## src/rtl/cla_nibble_seq_if.sv

```systemverilog
// Operand/result bundle for the nibble-serial adder/subtractor.
// The master side issues requests; the slave side (the adder) returns results.
interface cla_nibble_seq_if #(
  parameter int WIDTH = 16
);
  logic             start;
  logic [WIDTH-1:0] a;
  logic [WIDTH-1:0] b;
  logic             cin;
  logic             sub;
  logic             busy;
  logic             done;
  logic [WIDTH-1:0] S;
  logic             cout;
  logic             ovf;

  modport master (
    output start, a, b, cin, sub,
    input  busy, done, S, cout, ovf
  );

  modport slave (
    input  start, a, b, cin, sub,
    output busy, done, S, cout, ovf
  );
endinterface

```

## src/rtl/cla_nibble_seq.sv

```systemverilog
// Nibble-serial WIDTH-bit adder/subtractor built around a single 4-bit
// carry-lookahead slice. Operands are consumed LSB nibble first, one nibble
// per clock, with the slice carry registered between steps. WIDTH must be a
// multiple of 4 and at least 8.

// 4-bit carry-lookahead slice: all carries are formed directly from the
// generate/propagate terms and the slice carry-in, no internal ripple.
module cla4_slice (
  input  logic [3:0] a_i,
  input  logic [3:0] b_i,
  input  logic       c_i,
  output logic [3:0] s_o,
  output logic       c_o
);
  logic [3:0] p;
  logic [3:0] g;
  logic [4:0] c;

  assign p = a_i ^ b_i;
  assign g = a_i & b_i;

  assign c[0] = c_i;
  assign c[1] = g[0] | (p[0] & c_i);
  assign c[2] = g[1] | (p[1] & g[0]) | (p[1] & p[0] & c_i);
  assign c[3] = g[2] | (p[2] & g[1]) | (p[2] & p[1] & g[0])
              | (p[2] & p[1] & p[0] & c_i);
  assign c[4] = g[3] | (p[3] & g[2]) | (p[3] & p[2] & g[1])
              | (p[3] & p[2] & p[1] & g[0])
              | (p[3] & p[2] & p[1] & p[0] & c_i);

  genvar gi;
  generate
    for (gi = 0; gi < 4; gi++) begin : g_sum
      assign s_o[gi] = p[gi] ^ c[gi];
    end
  endgenerate

  assign c_o = c[4];
endmodule

module cla_nibble_seq #(
  parameter int WIDTH = 16
) (
  input  logic                 clk,
  input  logic                 rst,
  cla_nibble_seq_if.slave      bus
);
  localparam int NIB = WIDTH / 4;
  localparam int CW  = (NIB > 1) ? $clog2(NIB) : 1;

  typedef enum logic [1:0] {
    IDLE = 2'd0,
    RUN  = 2'd1,
    DONE = 2'd2
  } state_t;

  state_t state_q, state_d;

  logic [WIDTH-1:0] opa_q, opa_d;
  logic [WIDTH-1:0] opb_q, opb_d;
  logic [WIDTH-1:0] res_q, res_d;
  logic             carry_q, carry_d;
  logic [CW-1:0]    cnt_q, cnt_d;
  logic             msb_a_q, msb_a_d;
  logic             msb_b_q, msb_b_d;
  logic [WIDTH-1:0] s_q, s_d;
  logic             cout_q, cout_d;
  logic             ovf_q, ovf_d;

  logic [3:0]       slice_s;
  logic             slice_c;
  logic             accept;
  logic             last_nib;

  // Only the low nibble of each shift register feeds the single slice.
  cla4_slice u_slice (
    .a_i (opa_q[3:0]),
    .b_i (opb_q[3:0]),
    .c_i (carry_q),
    .s_o (slice_s),
    .c_o (slice_c)
  );

  assign accept   = (state_q == IDLE) && bus.start;
  assign last_nib = (cnt_q == CW'(NIB - 1));

  // FSM state register.
  always_ff @(posedge clk or posedge rst) begin
    if (rst) state_q <= IDLE;
    else     state_q <= state_d;
  end

  // FSM next state: start is only looked at in IDLE, DONE always returns to IDLE.
  always_comb begin
    state_d = state_q;
    case (state_q)
      IDLE:    if (bus.start) state_d = RUN;
      RUN:     if (last_nib)  state_d = DONE;
      DONE:    state_d = IDLE;
      default: state_d = IDLE;
    endcase
  end

  // Datapath next state: capture on accept, shift one nibble per RUN cycle,
  // and publish the result only when the final nibble completes.
  always_comb begin
    opa_d   = opa_q;
    opb_d   = opb_q;
    res_d   = res_q;
    carry_d = carry_q;
    cnt_d   = cnt_q;
    msb_a_d = msb_a_q;
    msb_b_d = msb_b_q;
    s_d     = s_q;
    cout_d  = cout_q;
    ovf_d   = ovf_q;
    if (accept) begin
      // Subtraction is A + ~B + 1, so B is inverted up front and the +1
      // enters as the initial carry.
      opa_d   = bus.a;
      opb_d   = bus.sub ? ~bus.b : bus.b;
      carry_d = bus.sub ? 1'b1 : bus.cin;
      msb_a_d = bus.a[WIDTH-1];
      msb_b_d = opb_d[WIDTH-1];
      res_d   = '0;
      cnt_d   = '0;
    end else if (state_q == RUN) begin
      opa_d   = {4'b0000, opa_q[WIDTH-1:4]};
      opb_d   = {4'b0000, opb_q[WIDTH-1:4]};
      carry_d = slice_c;
      res_d   = {slice_s, res_q[WIDTH-1:4]};
      cnt_d   = cnt_q + CW'(1);
      if (last_nib) begin
        s_d    = res_d;
        cout_d = slice_c;
        // Overflow: both effective operands share a sign the result lacks.
        ovf_d  = (msb_a_q == msb_b_q) && (res_d[WIDTH-1] != msb_a_q);
      end
    end
  end

  // Datapath registers; reset abandons any in-flight operation.
  always_ff @(posedge clk or posedge rst) begin
    if (rst) begin
      opa_q   <= '0;
      opb_q   <= '0;
      res_q   <= '0;
      carry_q <= 1'b0;
      cnt_q   <= '0;
      msb_a_q <= 1'b0;
      msb_b_q <= 1'b0;
      s_q     <= '0;
      cout_q  <= 1'b0;
      ovf_q   <= 1'b0;
    end else begin
      opa_q   <= opa_d;
      opb_q   <= opb_d;
      res_q   <= res_d;
      carry_q <= carry_d;
      cnt_q   <= cnt_d;
      msb_a_q <= msb_a_d;
      msb_b_q <= msb_b_d;
      s_q     <= s_d;
      cout_q  <= cout_d;
      ovf_q   <= ovf_d;
    end
  end

  assign bus.busy = (state_q != IDLE);
  assign bus.done = (state_q == DONE);
  assign bus.S    = s_q;
  assign bus.cout = cout_q;
  assign bus.ovf  = ovf_q;
endmodule

```

## src/flat_wrapper.sv

```systemverilog
// flat-port wrapper written by rule: the top's interface ports become plain ports
module cla_nibble_seq_flat 
#(
  parameter int WIDTH = 16
)
  (clk, rst, bus_start, bus_a, bus_b, bus_cin, bus_sub, bus_busy, bus_done, bus_S, bus_cout, bus_ovf);
  cla_nibble_seq_if #(.WIDTH(WIDTH)) bus_i ();
  input  logic clk;
  input  logic rst;
  input wire logic [$bits(bus_i.start)-1:0] bus_start;
  input wire logic [$bits(bus_i.a)-1:0] bus_a;
  input wire logic [$bits(bus_i.b)-1:0] bus_b;
  input wire logic [$bits(bus_i.cin)-1:0] bus_cin;
  input wire logic [$bits(bus_i.sub)-1:0] bus_sub;
  output wire logic [$bits(bus_i.busy)-1:0] bus_busy;
  output wire logic [$bits(bus_i.done)-1:0] bus_done;
  output wire logic [$bits(bus_i.S)-1:0] bus_S;
  output wire logic [$bits(bus_i.cout)-1:0] bus_cout;
  output wire logic [$bits(bus_i.ovf)-1:0] bus_ovf;
  assign bus_i.start = bus_start;
  assign bus_i.a = bus_a;
  assign bus_i.b = bus_b;
  assign bus_i.cin = bus_cin;
  assign bus_i.sub = bus_sub;
  assign bus_busy = bus_i.busy;
  assign bus_done = bus_i.done;
  assign bus_S = bus_i.S;
  assign bus_cout = bus_i.cout;
  assign bus_ovf = bus_i.ovf;
  cla_nibble_seq #(.WIDTH(WIDTH)) u_core (.clk(clk), .rst(rst), .bus(bus_i));
endmodule
```

## config.mk

```make
export PLATFORM = sky130hd
export DESIGN_NAME = cla_nibble_seq_flat
export DESIGN_NICKNAME = d
export VERILOG_FILES = /design/src/rtl/cla_nibble_seq_if.sv /design/src/rtl/cla_nibble_seq.sv /design/src/flat_wrapper.sv
export SDC_FILE = /design/constraint.sdc
export NUM_CORES = 1
export LEC_CHECK = 0
export BUFFER_PORTS_ARGS = -buffer_cell sky130_fd_sc_hd__buf_2
export CORE_AREA = 2 2 91 93
export CTS_BUF_LIST = sky130_fd_sc_hd__clkbuf_8
export DETAILED_ROUTE_END_ITERATION = 8
export DIE_AREA = 0 0 93 95
export SYNTH_ARGS = -nofsm -noshare
export SYNTH_HDL_FRONTEND = slang
export SYNTH_SLANG_ARGS = --single-unit
```

## constraint.sdc

```tcl
create_clock -name clk -period 2.4 [get_ports clk]
set_input_delay 0.24 -clock clk [delete_from_list [all_inputs] [get_ports clk]]
set_output_delay 0.24 -clock clk [all_outputs]
set_load 0.02 [all_outputs]
```

==> impl_metrics.ini, run 1 <==
[run_status]
status = complete, but fails checks
violations = hold timing

[routing]
vias = 2270
vias_per_cell = 4.89
routed_wl_um = 6260
drc = 0
antenna_left = 0
wl_per_cell_um = 13.5
first_pass_iters = 4
drtIter0Drc = 94

[worst_setup_path]
worst_ep_required_time_ps = 2670
r2r_start = u_core.opb_q[0]
cp-endpoint = u_core.bus.ovf
cp-end-kind = flop
worst-r2r-cell-count = 5
worstSetupPathType = reg2reg
rr_endpoint = u_core.bus.ovf
crit_start = u_core.opb_q[0]
r2r_slack_ps = 630
cp_max_fo = 3
crit_arrival_ps = 2030
start_kind = flop

[yosys]
synth_top_area_share_pct = 56.4
synthesis.nets = 338
synth.cell_area_um2 = 3060
synth_area_leaders = dfrtp_1 (56%), nand2_1 (9.3%), mux2_2 (4.8%)
ys_warn_count = 0
yosys.area.top_type = dfrtp_1
ys_ff_latch = 69
synthDistinctLibCells = 34
seq_area_frac_synth_pct = 56.4
syn_area_per_cell_um2 = 10.4
syn_inst = 295

[cts]
clkLatencyLatePin_ps = 340
cts_buffer_depth = 2
cts_tree = yes
cts_hold_buf = 0
clk_transition_reported_paths_ps = 80
clockRootBuffer = clkbuf_8
cts_setup_buffers = 0
cts_resized = 0
cts_sinks = 69
htree_levels = 3
numCtsBuffers = 9

[power_and_ir_drop]
p_leak_nw = 1.79
powerDensity_nw_per_um2 = 1400
worst_ir_drop_vdd_mv = 0.380

[placed_design]
gp_congestion = 0.771
dp_hpwl_um = 4390
portBuffers = 56

[timing]
holdWs_ps = -10.5
min_period_ps = 1770
setup_viol = 0
relSlewSlack_pct = 65.0
rsz0062_at_grt = false
fmax_mhz = 566
drv_slew = 0
setup_tns_ps = 0
worstMarginPinSlew_ps = 522
post-route-period-util_pct = 73.6
finalHoldViolCount = 9
skew_ps = 10.9

[floorplanning]
die_w_um = 93
fp-row-count = 33
io_pins = 57
start_util_pct = 38.6
die_area_um2 = 8840
die_h_um = 95
core-area_um2 = 7930

[global_routing]
grt_pass1_wl_um = 10800
grt_max_degree = 36
grtUsageTotal_pct = 15.9
global_route.usage.met2_pct = 25.4
grt_util_met3_pct = 4.87
grt_pass1_vias = 2291
grt.busiest_layer = met2
antenna_found_initial = 0
use_met1_pct = 20.5
grt_overflow_total = 0

[cells_and_area]
postLayoutCoreUtil_pct = 46.5
antenna_cells = 0
area_delta_synth_final_pct = 20.4
fillers = 773
finalNetCount = 397
drive_above_1_share_pct = 28.1

[hold_path]
hold_path.class = in2async

[flow_run]
max-cap-violations = 0
## registers in the layout (all words and copies together) (netlist names)
name,flops
u_core.state_q,2
u_core.res_q,12
u_core.cnt_q,2
u_core.bus.cout,1
u_core.opb_q,16
u_core.opa_q,16
u_core.msb_a_q,1
u_core.msb_b_q,1
u_core.bus.S,16
u_core.bus.ovf,1
u_core.carry_q,1
## critical path: stages, from the launching register on
cell and delay [ps]:
dfrtp_1 420, ha_1 330, a21o_1 190, and4_4 190, or3_4 400, o211ai_2 160
## placed cells by master (no fill, tap or decap), drive strengths merged, types with 4 or more instances in the layout
cell / netlist / routed
a221o: 8 / 8
a22oi: 12 / 12
a31oi: 4 / 4
buf: 9 / 66
clkbuf: 9 / 9
dfrtp: 69 / 69
ha: 5 / 5
inv: 3 / 5
mux2: 13 / 13
nand2: 76 / 76
nand3: 6 / 6
nor2: 16 / 16
o21ai: 28 / 28
xnor2: 12 / 12
xor2: 6 / 6
## kinds of logic after synthesis
group | Yosys count | synth area share, %
xor gates and xnor gates | 18 | 5.15
DFF | 69 | 56.4
muxes | 13 | 4.78
and+or+nand+nor | 108 | 14.9
adders and majority gates | 6 | 2.70
buffers and inverters | 21 | 3.15
AOI/OAI and AO/OA | 60 | 12.9
## Yosys cell counts, drive strengths merged
library cell  instances
a211oi                1
a21o                  1
a21oi                 2
a221o                 8
a22oi                12
a31oi                 4
and4                  1
buf                   9
clkbuf                9
dfrtp                69
fa                    1
ha                    5
inv                   3
mux2                 13
nand2                76
nand2b                1
nand3                 6
nand3b                1
nor2                 16
nor2b                 3
nor3                  1
nor3b                 1
o211ai                2
o21a                  1
o21ai                28
o31ai                 1
or3                   2
xnor2                12
xor2                  6
## layer usage
metal	share of wire [%]	wire, um	up-vias
met2	48	3010	50
met1	46	2880	1091
met3	4.5	282	8
met5	0	0	-
li1	-	-	1121
met4	1.4	86	0
## cell type report
type / count / area [um2] / share of cell area, %
clock buffers: 9 / 124 / 3.36
clock inverters: 7 / 90.1 / 2.44
inverters: 3 / 11.3 / 0.305
multi-input cells: 205 / 1250 / 33.8
flip-flops and latches: 69 / 1730 / 46.8
well taps: 105 / 131 / 3.56
repair buffers: 66 / 355 / 9.64
## report_power, final
group	internal, mW	switching (mW)
combinational	0.878	1.24
clock	0.581	0.444
sequential	1.70	0.326
total	3.16	2.01
## worst min path at each step
stage	end	slack, ps
2_1_floorplan	u_core.opa_q[12]	360
3_3_place_gp	u_core.bus.S[6]	370
3_5_place_dp	u_core.bus.S[6]	380
4_1_cts	u_core.bus.S[6]	0.6
5_1_grt	u_core.bus.S[6]	20
6_report	u_core.bus.S[3]	-10
## through the flow
| step | setup WS, ps | total power, mW | cell area (um2) | hold WS [ps] | cells |
|---|---|---|---|---|---|
| finish | 633 | 5.17 | 3690 | -10.5 | 464 |
| global route | 573 | 5.62 | 3690 | 20.2 | 464 |
| CTS | 629 | 5.22 | 3690 | 0.623 | 464 |
| detailed placement | 652 | 4.19 | 3470 | 376 | 448 |
| global placement | 676 | 4.13 | 3470 | 366 | 448 |
| floorplan | 420 | 3.56 | 3060 | 357 | 295 |
Note: power is estimated with default switching activity, not from simulation.
==> run 2: changes to the inputs <==
==> constraint.sdc (replaced) <==
create_clock -name clk -period 1.7 [get_ports clk]
set_input_delay 0.17 -clock clk [delete_from_list [all_inputs] [get_ports clk]]
set_output_delay 0.17 -clock clk [all_outputs]
set_load 0.02 [all_outputs]
==> run 2 against run 1 <==
The run now ends clean. Power grew 45%. Non-clock buffer count grew 6. Register-to-register slack lost 620 ps. Count of clock-buffer cells in the layout is the same. Global-route usage shrank 0.059 points. Die area is the same. Critical path depth is the same. First-iteration DRC count grew 87%. Clock skew shrank 1.8 ps. Setup slack lost 620 ps. Flip-flop and latch count is the same. Critical path type unchanged. Largest cell class unchanged. Highest routed layer unchanged.
==> impl_metrics.ini, run 2 (synthesis results as in run 1) <==
[power_and_ir_drop]
internal-power_mw = 4.46
p_sw_mw = 3.03
pwr-share-seq_pct = 38.3
powerDensity_nw_per_um2 = 1970
comb_power_share_pct = 45.2
p_leak_nw = 1.80
p_sw_share_pct = 40.4
power_frac_clock_pct = 16.5
worst_ir_drop_vdd_mv = 0.759

[worst_setup_path]
cp-end-kind = flop
worst_ep_required_time_ps = 1940
cp_max_fo = 2
crit_arrival_ps = 1920
start_kind = flop
worstSetupPathType = reg2reg

[timing]
worstMarginPinSlew_ps = 522
fmax_mhz = 594
min_period_ps = 1680
holdWs_ps = 24.3
skew_ps = 9.12
post-route-period-util_pct = 99.0
setup_viol = 0
finalHoldViolCount = 0
relSlewSlack_pct = 65.1
drv_slew = 0
rsz0062_at_grt = true

[global_routing]
grt_overflow_total = 0
grt_util_met3_pct = 4.55
grt.busiest_layer = met2
grt_pass1_vias = 2282
antenna_found_initial = 0
use_met1_pct = 22.0
grt_max_degree = 70
grtUsageTotal_pct = 15.9
global_route.usage.met2_pct = 24.4
grt_pass1_wl_um = 11000

[hold_path]
hold_path.class = in2reg

[cts]
cts_tree = yes
clockRootBuffer = clkbuf_8
cts_sinks = 69
clk_transition_reported_paths_ps = 80
clkLatencyLatePin_ps = 350
cts_buffer_depth = 2
numCtsBuffers = 9
htree_levels = 3

[placed_design]
dp_hpwl_um = 4240
portBuffers = 56
gp_congestion = 0.781
place_area_um2 = 3520

[floorplanning]
fp-row-count = 33
io_pins = 57
core-area_um2 = 7930
start_util_pct = 38.6
die_area_um2 = 8840
die_w_um = 93
die_h_um = 95

[cells_and_area]
postLayoutCoreUtil_pct = 48.0
layout_commonest_cell = nand2_1
finalNetCount = 403
most-common-layout-cells = nand2_1 (76), dfrtp_1 (69), buf_2 (56), o21ai_0 (25), nor2_1 (15)
drive_above_1_share_pct = 30.7
area_delta_synth_final_pct = 24.2
antenna_cells = 0
fin_area_um2 = 3800

[routing]
antenna_left = 0
first_pass_iters = 4
routed_wl_um = 6530
drtIter0Drc = 176
vias = 2301
wl_per_cell_um = 13.9
drc = 0
vias_per_cell = 4.90

[run_status]
status = complete, no violations

[flow_run]
max-cap-violations = 0
[run 2: worst paths after layout]
path	cells after the start	end	startpoint	slack, ps
setup / recovery	5	u_core.bus.S[12]	u_core.opa_q[0]	20
hold / removal	3	u_core.opa_q[12]	bus_a[12]	20
setup reg to reg	5	u_core.bus.S[12]	u_core.opa_q[0]	20
hold reg to reg	2	u_core.opa_q[4]	u_core.opa_q[4]	480
max in group asynchronous	4	u_core.opa_q[3]	rst	940
min in group asynchronous	4	u_core.res_q[4]	rst	460
[run 2: critical path, stage by stage (launching register included)]
cell and delay (ps):
dfrtp_1 420, buf_4 150, buf_4 120, buf_4 130, fa_1 490, mux2_2 280
[run 2: power groups by stage]
stage               clock (mW)  combinational [mW]  sequential [mW]
finish                    1.24                3.39             2.87
global route              1.35                3.77             2.98
CTS                       1.27                3.20             2.83
detailed placement           0                3.13             2.87
global placement             0                3.06             2.84
floorplan                    0                2.02             3.01
[run 2: cell type report]
class	count	area [um2]
clock inverter	7	58.8
sequential	69	1730
timing repair buffer	72	444
inverter	3	15.0
clock buffer	9	124
fill	774	4130
tap	105	131
multi-input combinational	205	1300
[run 2: metrics by stage]
step	TNS, ps	cells	total power [mW]	setup WS (ps)
final	0	470	7.50	16.9
after global routing	-66.5	470	8.10	-33.8
after global placement	0	449	5.90	28.0
after floorplan	0	295	5.03	18.2
after detailed placement	-2.34	449	6.00	-2.34
after CTS	0	468	7.30	3.05
[run 2: metal layers]
metal	wire length (um)	share of wire (%)
met2	3050	47
met1	3170	48
met5	0	0
met4	68	1.0
met3	250	3.8
[run 2: timing repair]
action	CTS	global route
hold endpoints to repair	69	0
setup endpoints to repair	1	27
pin swaps	2	7
setup buffers	2	2
resized for setup	0	7
hold buffers	1	0
